`config.mk`:
```
export PLATFORM = sky130hd
export DESIGN_NAME = dmem_access_ctrl
export DESIGN_NICKNAME = d
export VERILOG_FILES = /design/src/rtl/dmem_access_pkg.sv /design/src/rtl/dmem_load_ext.sv /design/src/rtl/dmem_access_ctrl.sv
export SDC_FILE = /design/constraint.sdc
export NUM_CORES = 1
export LEC_CHECK = 0
export CELL_PAD_IN_SITES_DETAIL_PLACEMENT = 1
export CELL_PAD_IN_SITES_GLOBAL_PLACEMENT = 2
export CORE_ASPECT_RATIO = 1.1
export CORE_UTILIZATION = 27
export CTS_CLUSTER_DIAMETER = 40
export DETAILED_ROUTE_END_ITERATION = 8
export PLACE_DENSITY = 0.87
export SYNTH_ARGS = -nofsm -noshare
export SYNTH_HDL_FRONTEND = slang
export SYNTH_SLANG_ARGS = --single-unit
```
`constraint.sdc`:
```
create_clock -name clk -period 6.7 [get_ports clk]
set_clock_uncertainty 0.2 [all_clocks]
set_input_delay 1.005 -clock clk [delete_from_list [all_inputs] [get_ports clk]]
set_output_delay 1.005 -clock clk [all_outputs]
set_load 0.02 [all_outputs]
```
`src/rtl/dmem_access_pkg.sv`:
```
// Shared op/state encodings and op decode helpers for the data-memory access controller.
package dmem_access_pkg;

  typedef enum logic [2:0] {
    OP_LB  = 3'd0,
    OP_LBU = 3'd1,
    OP_LH  = 3'd2,
    OP_LHU = 3'd3,
    OP_LW  = 3'd4,
    OP_SB  = 3'd5,
    OP_SH  = 3'd6,
    OP_SW  = 3'd7
  } op_t;

  typedef enum logic [1:0] {
    ST_IDLE,
    ST_ACCESS,
    ST_RESP
  } state_t;

  function automatic logic [2:0] op_size(op_t op);
    case (op)
      OP_LB, OP_LBU, OP_SB: return 3'd1;
      OP_LH, OP_LHU, OP_SH: return 3'd2;
      default:              return 3'd4;
    endcase
  endfunction

  function automatic logic is_load(op_t op);
    return (op <= OP_LW);
  endfunction

  // Strobe pattern as {word, half, byte}; loads yield no strobe.
  function automatic logic [2:0] wr_strobes(op_t op);
    case (op)
      OP_SW:   return 3'b100;
      OP_SH:   return 3'b010;
      OP_SB:   return 3'b001;
      default: return 3'b000;
    endcase
  endfunction

endpackage

```
`src/rtl/dmem_load_ext.sv`:
```
// Combinational sign/zero extension of raw memory read data according to the load op.
module dmem_load_ext
  import dmem_access_pkg::*;
(
  input  op_t         op,
  input  logic [31:0] raw,
  output logic [31:0] ext
);

  always_comb begin
    ext = raw;
    case (op)
      OP_LB:   ext = {{24{raw[7]}}, raw[7:0]};
      OP_LBU:  ext = {24'd0, raw[7:0]};
      OP_LH:   ext = {{16{raw[15]}}, raw[15:0]};
      OP_LHU:  ext = {16'd0, raw[15:0]};
      default: ext = raw;
    endcase
  end

endmodule

```
`src/rtl/dmem_access_ctrl.sv`:
```
// Data-memory access controller: one CPU load/store at a time, range-checked, registered strobes.
// Optional alignment checking is enabled by defining DMEM_ACCESS_ALIGN_CHECK_EN.
module dmem_access_ctrl
  import dmem_access_pkg::*;
#(
  parameter logic [31:0] BASE_ADDR   = 32'h1001_0000,
  parameter int unsigned MEM_BYTES   = 1024,
  parameter int unsigned ADDR_W      = 11,
  parameter int unsigned WAIT_CYCLES = 0
) (
  input  logic              clk,
  input  logic              rst_n,
  input  logic              req_valid,
  output logic              req_ready,
  input  logic [2:0]        req_op,
  input  logic [31:0]       req_addr,
  input  logic [31:0]       req_wdata,
  output logic              resp_valid,
  input  logic              resp_ready,
  output logic [31:0]       resp_rdata,
  output logic              resp_err,
  output logic              cs,
  output logic              DM_R,
  output logic              DM_W_W,
  output logic              DM_W_H,
  output logic              DM_W_B,
  output logic [ADDR_W-1:0] DM_addr,
  output logic [31:0]       DM_data_in,
  input  logic [31:0]       DM_data_out
);

  localparam logic [32:0] MEM_LIMIT = 33'(MEM_BYTES);
  localparam logic [3:0]  WAIT_INIT = 4'(WAIT_CYCLES);

  state_t      state;
  op_t         op_q;
  logic [3:0]  wait_cnt;
  op_t         in_op;
  logic [31:0] offset;
  logic [32:0] span_end;
  logic        range_err;
  logic        align_err;
  logic        bad_req;
  logic [31:0] ext_data;

  assign in_op     = op_t'(req_op);
  assign offset    = req_addr - BASE_ADDR;
  assign span_end  = {1'b0, offset} + {30'd0, op_size(in_op)};
  assign range_err = (span_end > MEM_LIMIT);

`ifdef DMEM_ACCESS_ALIGN_CHECK_EN
  assign align_err = ((op_size(in_op) == 3'd2) && offset[0]) ||
                     ((op_size(in_op) == 3'd4) && (offset[1:0] != 2'b00));
`else
  assign align_err = 1'b0;
`endif

  assign bad_req = range_err || align_err;

  dmem_load_ext u_load_ext (
    .op  (op_q),
    .raw (DM_data_out),
    .ext (ext_data)
  );

  // Strobes are registered one edge ahead so they land only in the last ACCESS cycle.
  always_ff @(posedge clk) begin
    if (!rst_n) begin
      state      <= ST_IDLE;
      op_q       <= OP_LB;
      wait_cnt   <= '0;
      req_ready  <= 1'b1;
      resp_valid <= 1'b0;
      resp_rdata <= '0;
      resp_err   <= 1'b0;
      cs         <= 1'b0;
      DM_R       <= 1'b0;
      DM_W_W     <= 1'b0;
      DM_W_H     <= 1'b0;
      DM_W_B     <= 1'b0;
      DM_addr    <= '0;
      DM_data_in <= '0;
    end else begin
      case (state)
        ST_IDLE: begin
          if (req_valid) begin
            op_q      <= in_op;
            req_ready <= 1'b0;
            if (bad_req) begin
              state      <= ST_RESP;
              resp_valid <= 1'b1;
              resp_err   <= 1'b1;
              resp_rdata <= '0;
            end else begin
              state      <= ST_ACCESS;
              wait_cnt   <= WAIT_INIT;
              cs         <= 1'b1;
              DM_R       <= is_load(in_op);
              DM_addr    <= offset[ADDR_W-1:0];
              DM_data_in <= req_wdata;
              if (WAIT_INIT == 4'd0)
                {DM_W_W, DM_W_H, DM_W_B} <= wr_strobes(in_op);
            end
          end
        end
        ST_ACCESS: begin
          if (wait_cnt != 4'd0) begin
            wait_cnt <= wait_cnt - 4'd1;
            if (wait_cnt == 4'd1)
              {DM_W_W, DM_W_H, DM_W_B} <= wr_strobes(op_q);
          end else begin
            state      <= ST_RESP;
            cs         <= 1'b0;
            DM_R       <= 1'b0;
            DM_W_W     <= 1'b0;
            DM_W_H     <= 1'b0;
            DM_W_B     <= 1'b0;
            resp_valid <= 1'b1;
            resp_err   <= 1'b0;
            resp_rdata <= is_load(op_q) ? ext_data : '0;
          end
        end
        ST_RESP: begin
          if (resp_ready) begin
            state      <= ST_IDLE;
            resp_valid <= 1'b0;
            req_ready  <= 1'b1;
          end
        end
        default: state <= ST_IDLE;
      endcase
    end
  end

endmodule

```
After elaboration in Yosys (flattened, before gate mapping)
Index checks and enable logic that the tools add are counted.
{ "totals": {"mem_count": 0, "rom_bits": 0, "wordCells": 110, "output_inout_bits": 83, "regBits": 92, "in_bits": 103, "ramBits": 0, "latchBits": 0} }
{ "op_classes": {"order_cmp": 3, "n_shift": 0, "eq_ne": 22, "n_mul": 0, "bitwise_logic": 1, "n_reduce_logical": 18, "muxes": 49, "n_div": 0, "n_addsub": 3} }
{ "op_table": {"columns": ["cell", "count"], "rows": [
  ["$mux 32", 4],
  ["$pmux 32 s4", 1],
  ["$pmux 32 s2", 1],
  ["$add 32x3->33", 1],
  ["$gt 33x11->1 const B", 1],
  ["$sub 32x29->32 const B", 1],
  ["$mux 1", 23],
  ["$eq 3x3->1 const B", 6],
  ["$pmux 3 s3", 2],
  ["$reduce_and 4->1", 4],
  ["$pmux 1 s2", 7],
  ["$eq 3x2->1 const B", 4],
  ["$mux 4", 3],
  ["$ne 2x2->1 const B", 6],
  ["$reduce_and 3->1", 3],
  ["$mux 2", 4],
  ["$pmux 4 s2", 1],
  ["$eq 3x1->1 const B", 2],
  ["$le 3x3->1 const B", 2],
  ["$logic_not 3->1", 2],
  ["$pmux 2 s3", 1],
  ["$pmux 3 s2", 1],
  ["$reduce_or 3->1", 2],
  ["$reduce_and 5->1", 1],
  ["other kinds (12)", 13]
]} }

Logic depth before layout (Yosys ltp)
{ "depth": {"word_depth": 8, "mapped_depth": 15, "depth_no_buf": 13} }

Modules after synthesis
Synthesis repeated with hierarchy kept, for this count alone.
{ "hier_totals": {"cells_unflattened": 703, "area_unflattened_um2": 5286.3} }
{ "by_module_without_submodules": {"columns": ["module", "area_each_um2", "seq_area_each_um2", "instances", "cells_per_inst"], "rows": [
  ["dmem_access_ctrl", 4924.7, 1841.8, 1, 636],
  ["dmem_load_ext", 361.6, 0.0, 1, 67]
]} }

Least setup slack after synthesis
OpenSTA, ideal clock, no wires.
{ "synth_timing": {"path_type": "input -> register", "start": "input port req_addr[16]", "end": "register DM_addr[0]", "setup_ps": 128, "path_slack_ps": 2477, "arrival_time_ps": 3896, "path_stages": 15, "required_time_ps": 6372, "n_path_buf": 4, "path_cell_list": "buf_2 -> inv_1 -> ha_1 -> nor2b_1 -> clkbuf_1 -> or4_4 -> o211a_4 -> o31a_1 -> a311oi_1 -> nor3_4 -> nand4_4 -> buf_6 -> buf_6 -> mux2i_1 -> nor2_1"} }
{ "synth_between": {"elab_chain_len": 5} }
{ "synth_lines": {"columns": ["item", "line", "text"], "rows": [
  ["from (decl)", "dmem_access_ctrl.sv:16", "input logic [31:0] req_addr,"],
  ["$sub 32x29->32", "dmem_access_ctrl.sv:47", "assign offset = req_addr - BASE_ADDR;"],
  ["$add 32x3->33", "dmem_access_ctrl.sv:48", "assign span_end = {1'b0, offset} + {30'd0, op_size(in_op)};"],
  ["$gt 33x11->1", "dmem_access_ctrl.sv:49", "assign range_err = (span_end > MEM_LIMIT);"],
  ["$not 1->1 (no line)", null, null],
  ["$reduce_and 3->1 (no line)", null, null],
  ["to (signal assigned)", "dmem_access_ctrl.sv:99", "DM_addr <= offset[ADDR_W-1:0];"],
  ["to (decl)", "dmem_access_ctrl.sv:27", "output logic [ADDR_W-1:0] DM_addr,"]
]} }
Every way passes these cells.
A chain may end at the register's enable or synchronous reset.

Worst setup path after layout
{ "layout_timing": {"start": "input port req_op[0]", "end": "register resp_rdata[1]"} }
{ "layout_between": {"elab_chain_len": 7, "word_cells_on_any_way": 13, "classes_between": "add/sub (1); order compare (1); eq/ne (6); mux (1); reduce/logical (4)"} }
{ "layout_lines": {"columns": ["item", "line", "text"], "rows": [
  ["from (decl)", "dmem_access_ctrl.sv:15", "input logic [2:0] req_op,"],
  ["$eq 3x3->1, or another cell as far along", "dmem_access_pkg.sv:22", "case (op)"],
  ["$reduce_or 3->1", "dmem_access_pkg.sv:22", null],
  ["$pmux 3 s2 *", "dmem_access_pkg.sv:22", null],
  ["$add 32x3->33 *", "dmem_access_ctrl.sv:48", null],
  ["$gt 33x11->1 *", "dmem_access_ctrl.sv:49", null],
  ["$ne 2x2->1 (no line) *", null, null],
  ["$reduce_and 4->1 (no line) *", null, null],
  ["to (signal assigned)", "dmem_access_ctrl.sv:120", "resp_rdata <= is_load(op_q) ? ext_data : '0;"],
  ["to (decl)", "dmem_access_ctrl.sv:20", "output logic [31:0] resp_rdata,"]
]} }
Mark *: on every way between the ends. The rest lies on a longest branch, timed or not.

==> flow_metrics.env <==
export IMPL_outcome="finished clean"
export IMPL_worstPathArrival_ps=5450
export IMPL_ys_warn_count=0
export IMPL_final_setup_tns_ps=0
export IMPL_area_growth_pct=47.77
export IMPL_grt_pass1_wl_um=26130
export IMPL_multi_input_area_sq_um=2763
export IMPL_maxCapViolCount=0
export IMPL_drtIter0Drc=191
export IMPL_min_path_cells=2
export IMPL_synth_edf_count=0
export IMPL_synth_area_top_cells="dfxtp_1, mux2i_1, nor2_1"
export IMPL_ys_seq_elements=92
export IMPL_initial_core_util_pct=27.51
export IMPL_cts_inserted_buffers=9
export IMPL_crit_path_max_fanout=32
export IMPL_first_pass_iters=4
export IMPL_cp_end_kind="flip-flop"
export IMPL_grt_pass1_vias=5183
export IMPL_dpl_cell_area_sq_um=6852
export IMPL_hold_violations=0
export IMPL_utilization_pct=40.66
export IMPL_fmax_mhz=186.7
export IMPL_final_antenna_net_count=0
export IMPL_seq_area_sq_um=1842
export IMPL_htreeDepth=3
export IMPL_cts_resized=0
export IMPL_die_w_um=129.7
export IMPL_place_gp_congestion=0.8754
export IMPL_core_area_sq_um=17610
export IMPL_yosys_cell_types_count=72
export IMPL_antenna_found_initial=0
export IMPL_io_pins=186
export IMPL_stdcell_area_sq_um=7161
export IMPL_mostFrequentLayoutCell="clkdlybuf4s50_1"
export IMPL_tritoncts="yes"
export IMPL_async_flop_share_pct=0
export IMPL_r2r_start="wait_cnt[0]"
export IMPL_final_cell_mix="clkdlybuf4s50_1, dfxtp_1, nor2_1"
export IMPL_cts_root_buf="clkbuf_16"
export IMPL_worstHoldEndpoint="cs"
export IMPL_clk_latency_ps=340
export IMPL_yosysTopAreaCell="dfxtp_1"
export IMPL_grt_ovfl_total=0
export IMPL_routed_wl_um=16110
export IMPL_rows=51
export IMPL_period_needed_ps=5357
export IMPL_drc=0
export IMPL_holdBufCountCts=0
export IMPL_die_y_um=142.5
export IMPL_post_route_period_util_pct=79.95
export IMPL_reg2reg_depth=7
export IMPL_port_buffers=185
export IMPL_stdcell_count=957
export IMPL_grt_max_degree=51
export IMPL_finalPower_mw=1.261
export IMPL_reg2reg_slack_ps=3770
export IMPL_vias_per_cell=5.084
export IMPL_hold_path_class="flip-flop to flip-flop"
export IMPL_slew_violations=0
export IMPL_finalSetupViolCount=0
export IMPL_netlist_area_sq_um=4846
export IMPL_rsz0062_at_grt="no"
export IMPL_grtUsageTotal_pct=17.76
export IMPL_rr_endpoint="resp_rdata[1]"
export IMPL_dp_slack_ps=919.8
export IMPL_powerDensity_nw_per_um2=176.2
export IMPL_hold_slack_ps=256.8
export IMPL_diodes=0
export IMPL_avgSynthCellArea_sq_um=8.875
export IMPL_layout_nets=825
export IMPL_ir_worst_vdd_uv=116.8
export IMPL_layout_drive_gt1_share_pct=4.729
export IMPL_p_leak_nw=2.812
export IMPL_cp_start_kind="input port"
export IMPL_syn_num_nets=657
export IMPL_fill_cells=2056
export IMPL_via_count=4865
export IMPL_postSynthCellCount=546
export IMPL_dpl_cell_count=941
export IMPL_clockBufferDepth=2
export IMPL_cts_sinks=92
export IMPL_hold_start="cs"
export IMPL_dieArea_sq_um=18490
export IMPL_wire_per_inst_um=16.84
export IMPL_synth_top_area_share_pct=38.01
export IMPL_hpwl_um=12440
export IMPL_tightest_slew_ps=900.6
export IMPL_relSlewSlack_pct=39.82
export IMPL_crit_required_ps=6790
export IMPL_yosysSeqAreaShare_pct=38.01
export IMPL_clk_pin_slew_ps=70
export IMPL_post_cts_setup_buffers=0
export IMPL_fin_ws_ps=1343
export IMPL_synth_flop_cell="dfxtp_1"
export IMPL_crit_type="input port to flip-flop"
[final cells by class]
class | count | share of cell area, %
multi-input cells | 404 | 38.58
clock buffers | 9 | 3.145
inverters | 18 | 0.9436
clock inverters | 7 | 1.171
flip-flops and latches | 92 | 25.72
well taps | 238 | 4.159
repair buffers | 189 | 26.28
[critical path, stage by stage]
cell and delay, ps:
clkdlybuf4s50_1 550, inv_1 60, a21oi_1 280, nor2_1 80, ha_1 360, a21oi_1 130, a2111oi_2 680, xnor2_1 200
o2111ai_1 130, a2111oi_0 430, and4b_1 360, nand4_4 150, a21oi_4 750, a22o_1 270
[cells by family (layout without fill, tap and decap cells)]
logic type / count (synthesis) / in the layout / share of synthesized area, %
multiplexers: 49 / 49 / 10.15
AND/OR/NAND/NOR: 205 / 205 / 21.61
buffers and inverters: 50 / 223 / 4.983
adder cells (fa/ha/maj): 8 / 8 / 2.220
flip-flops: 92 / 92 / 38.01
AO/OA/AOI/OAI: 130 / 130 / 20.58
XOR/XNOR: 12 / 12 / 2.453
[power by group]
part | leakage, nW | switching (mW) | internal (mW) | total [mW]
combinational | 1.93 | 0.0834 | 0.0884 | 0.172
sequential | 0.742 | 0.00723 | 0.550 | 0.557
clock | 0.142 | 0.237 | 0.296 | 0.532
total | 2.81 | 0.327 | 0.934 | 1.26
[how the worst max path moves through the flow]
stage / cells after the start / start / endpoint
finish: 14 / req_op[0] / resp_rdata[1]
global route: 14 / req_op[0] / resp_rdata[10]
CTS: 14 / req_op[2] / resp_rdata[1]
detailed placement: 14 / req_op[0] / resp_rdata[1]
global placement: 14 / req_op[0] / resp_rdata[2]
floorplan: 15 / req_addr[16] / DM_addr[0]
[cell usage after synthesis, drive strengths merged, types with 4 or more instances]
library cell,instances
o211ai,4
a2111oi,5
dfxtp,92
or4,7
nand3,12
a22o,16
o32ai,5
nor2b,18
inv,18
nor3,9
nor2,70
xor2,5
xnor2,6
a31oi,4
clkbuf,19
nor4,11
nand2,41
o21ai,26
buf,13
a21oi,18
a41oi,4
ha,7
or2,5
nand4,11
mux2i,48
a211oi,5
o2bb2ai,17
[state kept, by name, summed over array words and instances, names as in the netlist]
name	flops
DM_R	1
DM_W_B	1
DM_W_H	1
DM_W_W	1
DM_addr	11
DM_data_in	32
cs	1
op_q	3
req_ready	1
resp_err	1
resp_rdata	32
resp_valid	1
state	2
wait_cnt	4
[per-layer routing]
metal / global-route usage (%) / vias to the layer above / wire length, um
li1: - / 2347 / -
met1: 20.15 / 2368 / 6671
met2: 32.06 / 124 / 8198
met3: 4.812 / 26 / 904
met4: 5.324 / 0 / 338
met5: 0 / - / 0
No activity file was read; power rests on OpenSTA's default activity.
==> patch: new RTL, same flow settings <==
Encoding of `state_t`: now one-hot (3 bits for 3 states).
--- a/src/rtl/dmem_access_pkg.sv
+++ b/src/rtl/dmem_access_pkg.sv
@@ -12,10 +12,10 @@
     OP_SW  = 3'd7
   } op_t;
 
-  typedef enum logic [1:0] {
-    ST_IDLE,
-    ST_ACCESS,
-    ST_RESP
+  typedef enum logic [2:0] {
+    ST_IDLE   = 3'b001,
+    ST_ACCESS = 3'b010,
+    ST_RESP   = 3'b100
   } state_t;
 
   function automatic logic [2:0] op_size(op_t op);
Check against the original RTL: same outputs for any inputs over 4 cycles, from zero or initial values and one cycle with rst_n low; so few cycles prove little.
==> patch against the unedited design <==
Setup slack worse by 640 ps; cell area is 3.5% higher; synthesized area is 4.5% higher; sequential cell count is 1 higher; routed wire length is 8.1% higher; die area is 4.5% higher; power is 0.13% lower; cell count is 8.2% higher; critical endpoint is now DM_data_in[17]$_SDFFE_PN0P_; largest cell class unchanged.
==> patch: results (changes against the unedited design) <==
CP Max Fanout -> 52 (was 32)
Synth cell types -> 63 (was 72)
NonClk Buf Share -> 0.2577 (was 0.2628)
DRT Wirelength -> 17410 um (was 16110 um)
Clk slew on worst S/H paths -> 60 ps
Synth cell count leaders -> dfxtp_1, nor2_1, nand3_1 (was dfxtp_1, nor2_1, mux2i_1)
Starting DRT DRC Count -> 171 (was 191)
Met2 WL post-DR -> 8510 um (was 8198 um)
Regs by FF count -> DM_data_in: 32 flops, resp_rdata: 32 flops, DM_addr: 11 flops (unchanged)
Met1 usage -> 0.2127 (was 0.2015)
Layout fillers -> 2149 (was 2056)
Comb_multi_in -> 476 (was 404)
Post-CTS sizing -> 0 (unchanged)
VDD IR max -> 151.1 uV (was 116.8 uV)
Routed wire length on met3 -> 1314 um (was 904 um)
Clock Sinks -> 93 (was 92)
Least-Margin Pin Slew -> 1160 ps (was 900.6 ps)
Grt met3 use -> 0.06304 (was 0.04812)
First-pass GRT wire length -> 28590 um (was 26130 um)
FF-to-FF Start -> op_q[2]$_SDFFE_PN0P_ (was wait_cnt[0]$_SDFFE_PN0P_)
Slowest-stage cell, CP -> a2111oi_0 (was a21oi_4)
Seq. pwr -> 563 uW (was 557 uW)
TritonRoute pass-1 iters -> 4 (unchanged)
Inverters -> 17 (was 18)
Pleak -> 2.500 nW (was 2.812 nW)
Synth top area cells -> dfxtp_1, mux2i_1, nor2_1 (unchanged)
CP Launch Point -> req_op[1] (was req_op[0])
GPL Wtd Cong -> 0.8677 (was 0.8754)
Vias in the first global route -> 5714 (was 5183)
R2R Setup Slk -> 3860 ps (was 3770 ps)
Nets@finish -> 899 (was 825)
DP HPWL -> 13120 um (was 12440 um)
Slowest cell delay on critical path -> 850 ps (was 750 ps)
Clkbuf count -> 11 (was 9)
CP arrival -> 5980 ps (was 5450 ps)
DRT met1 WL -> 7391 um (was 6671 um)
Syn nets -> 738 (was 657)
Fraction of layout cells with a size suffix above 1 -> 0.03409 (was 0.04729)
Status -> finished clean (unchanged)
Worst R2R Path Depth -> 6 (was 7)
Non-clk bufs -> 191 (was 189)
Vias post-DR -> 5394 (was 4865)
Met2 GRT Util -> 0.3103 (was 0.3206)
Largest net degree at the start of global routing -> 56 (was 51)
Clock-cell share of area -> 0.03935 (was 0.04316)
Multi-input combinational area share -> 0.4020 (was 0.3858)
Pint -> 947.6 uW (was 934.2 uW)
Initial antenna violation count -> 0 (unchanged)
CTS H-tree depth -> 3 (unchanged)
Top sig layer -> met4 (unchanged)
Clock share of power -> 0.399 (was 0.422)
Setup Buffers After CTS -> 0 (unchanged)
Async S/R FF share, synth -> 0 (unchanged)
Reg2reg end -> resp_rdata[29]$_SDFFE_PN0P_ (was resp_rdata[1]$_SDFFE_PN0P_)
Num CTS Buffers -> 9 (unchanged)
Seq/Total Area, Yosys -> 0.3675 (was 0.3801)
CP endpoint -> DM_data_in[17]$_SDFFE_PN0P_ (was resp_rdata[1]$_SDFFE_PN0P_)
Register area -> 1862 um^2 (was 1842 um^2)
GRT Util Overall -> 0.1808 (was 0.1776)
-- patch: cell types whose count changed after synthesis, sizes merged, moves of 6 or more --
cell     unedited run  this run
or3                 3         9
nand3              12        49
nor2               70        76
xnor2               6        14
a21oi              18        26
nor3                9        16
a22o               16         1
o21ai              26        50
o2bb2ai            17         2
nor2b              18         7
clkbuf             19        32
o22ai               3        14
-- patch: tightest hold or removal path: stages, from the launching register on --
cell and delay, ps:
dfxtp_1 310, nand2_1 50, nand2_1 40
-- patch: worst min path at each step --
stage	from	endpoint	slack (ps)	cells past startpoint
3_5_place_dp	req_ready$_SDFFE_PN1P_	req_ready$_SDFFE_PN1P_	250	2
4_1_cts	req_ready$_SDFFE_PN1P_	req_ready$_SDFFE_PN1P_	260	2
2_1_floorplan	op_q[1]$_SDFFE_PN0P_	op_q[1]$_SDFFE_PN0P_	270	2
3_3_place_gp	req_ready$_SDFFE_PN1P_	req_ready$_SDFFE_PN1P_	240	2
6_report	req_ready$_SDFFE_PN1P_	req_ready$_SDFFE_PN1P_	260	2
5_1_grt	resp_rdata[25]$_SDFFE_PN0P_	resp_rdata[25]$_SDFFE_PN0P_	280	2
-- patch: cell families after synthesis --
kind of cell,count (synthesis),synth area share
simple gates,256,0.2556
compound gates,146,0.1840
flops,93,0.3675
buf+inv,58,0.04643
mux,45,0.08891
xor+xnor,21,0.03631
fa+ha+maj,8,0.02124
-- patch: per-stage QoR --
stage,area [um^2],std cells,worst slack [ps],power (mW)
finish,7408,1035,704.9,1.260
global route,7408,1035,147.0,1.318
CTS,7408,1035,660.7,1.280
detailed placement,7117,1020,373.5,0.7698
global placement,7117,1020,579.8,0.7642
floorplan,5066,627,1742,0.6691
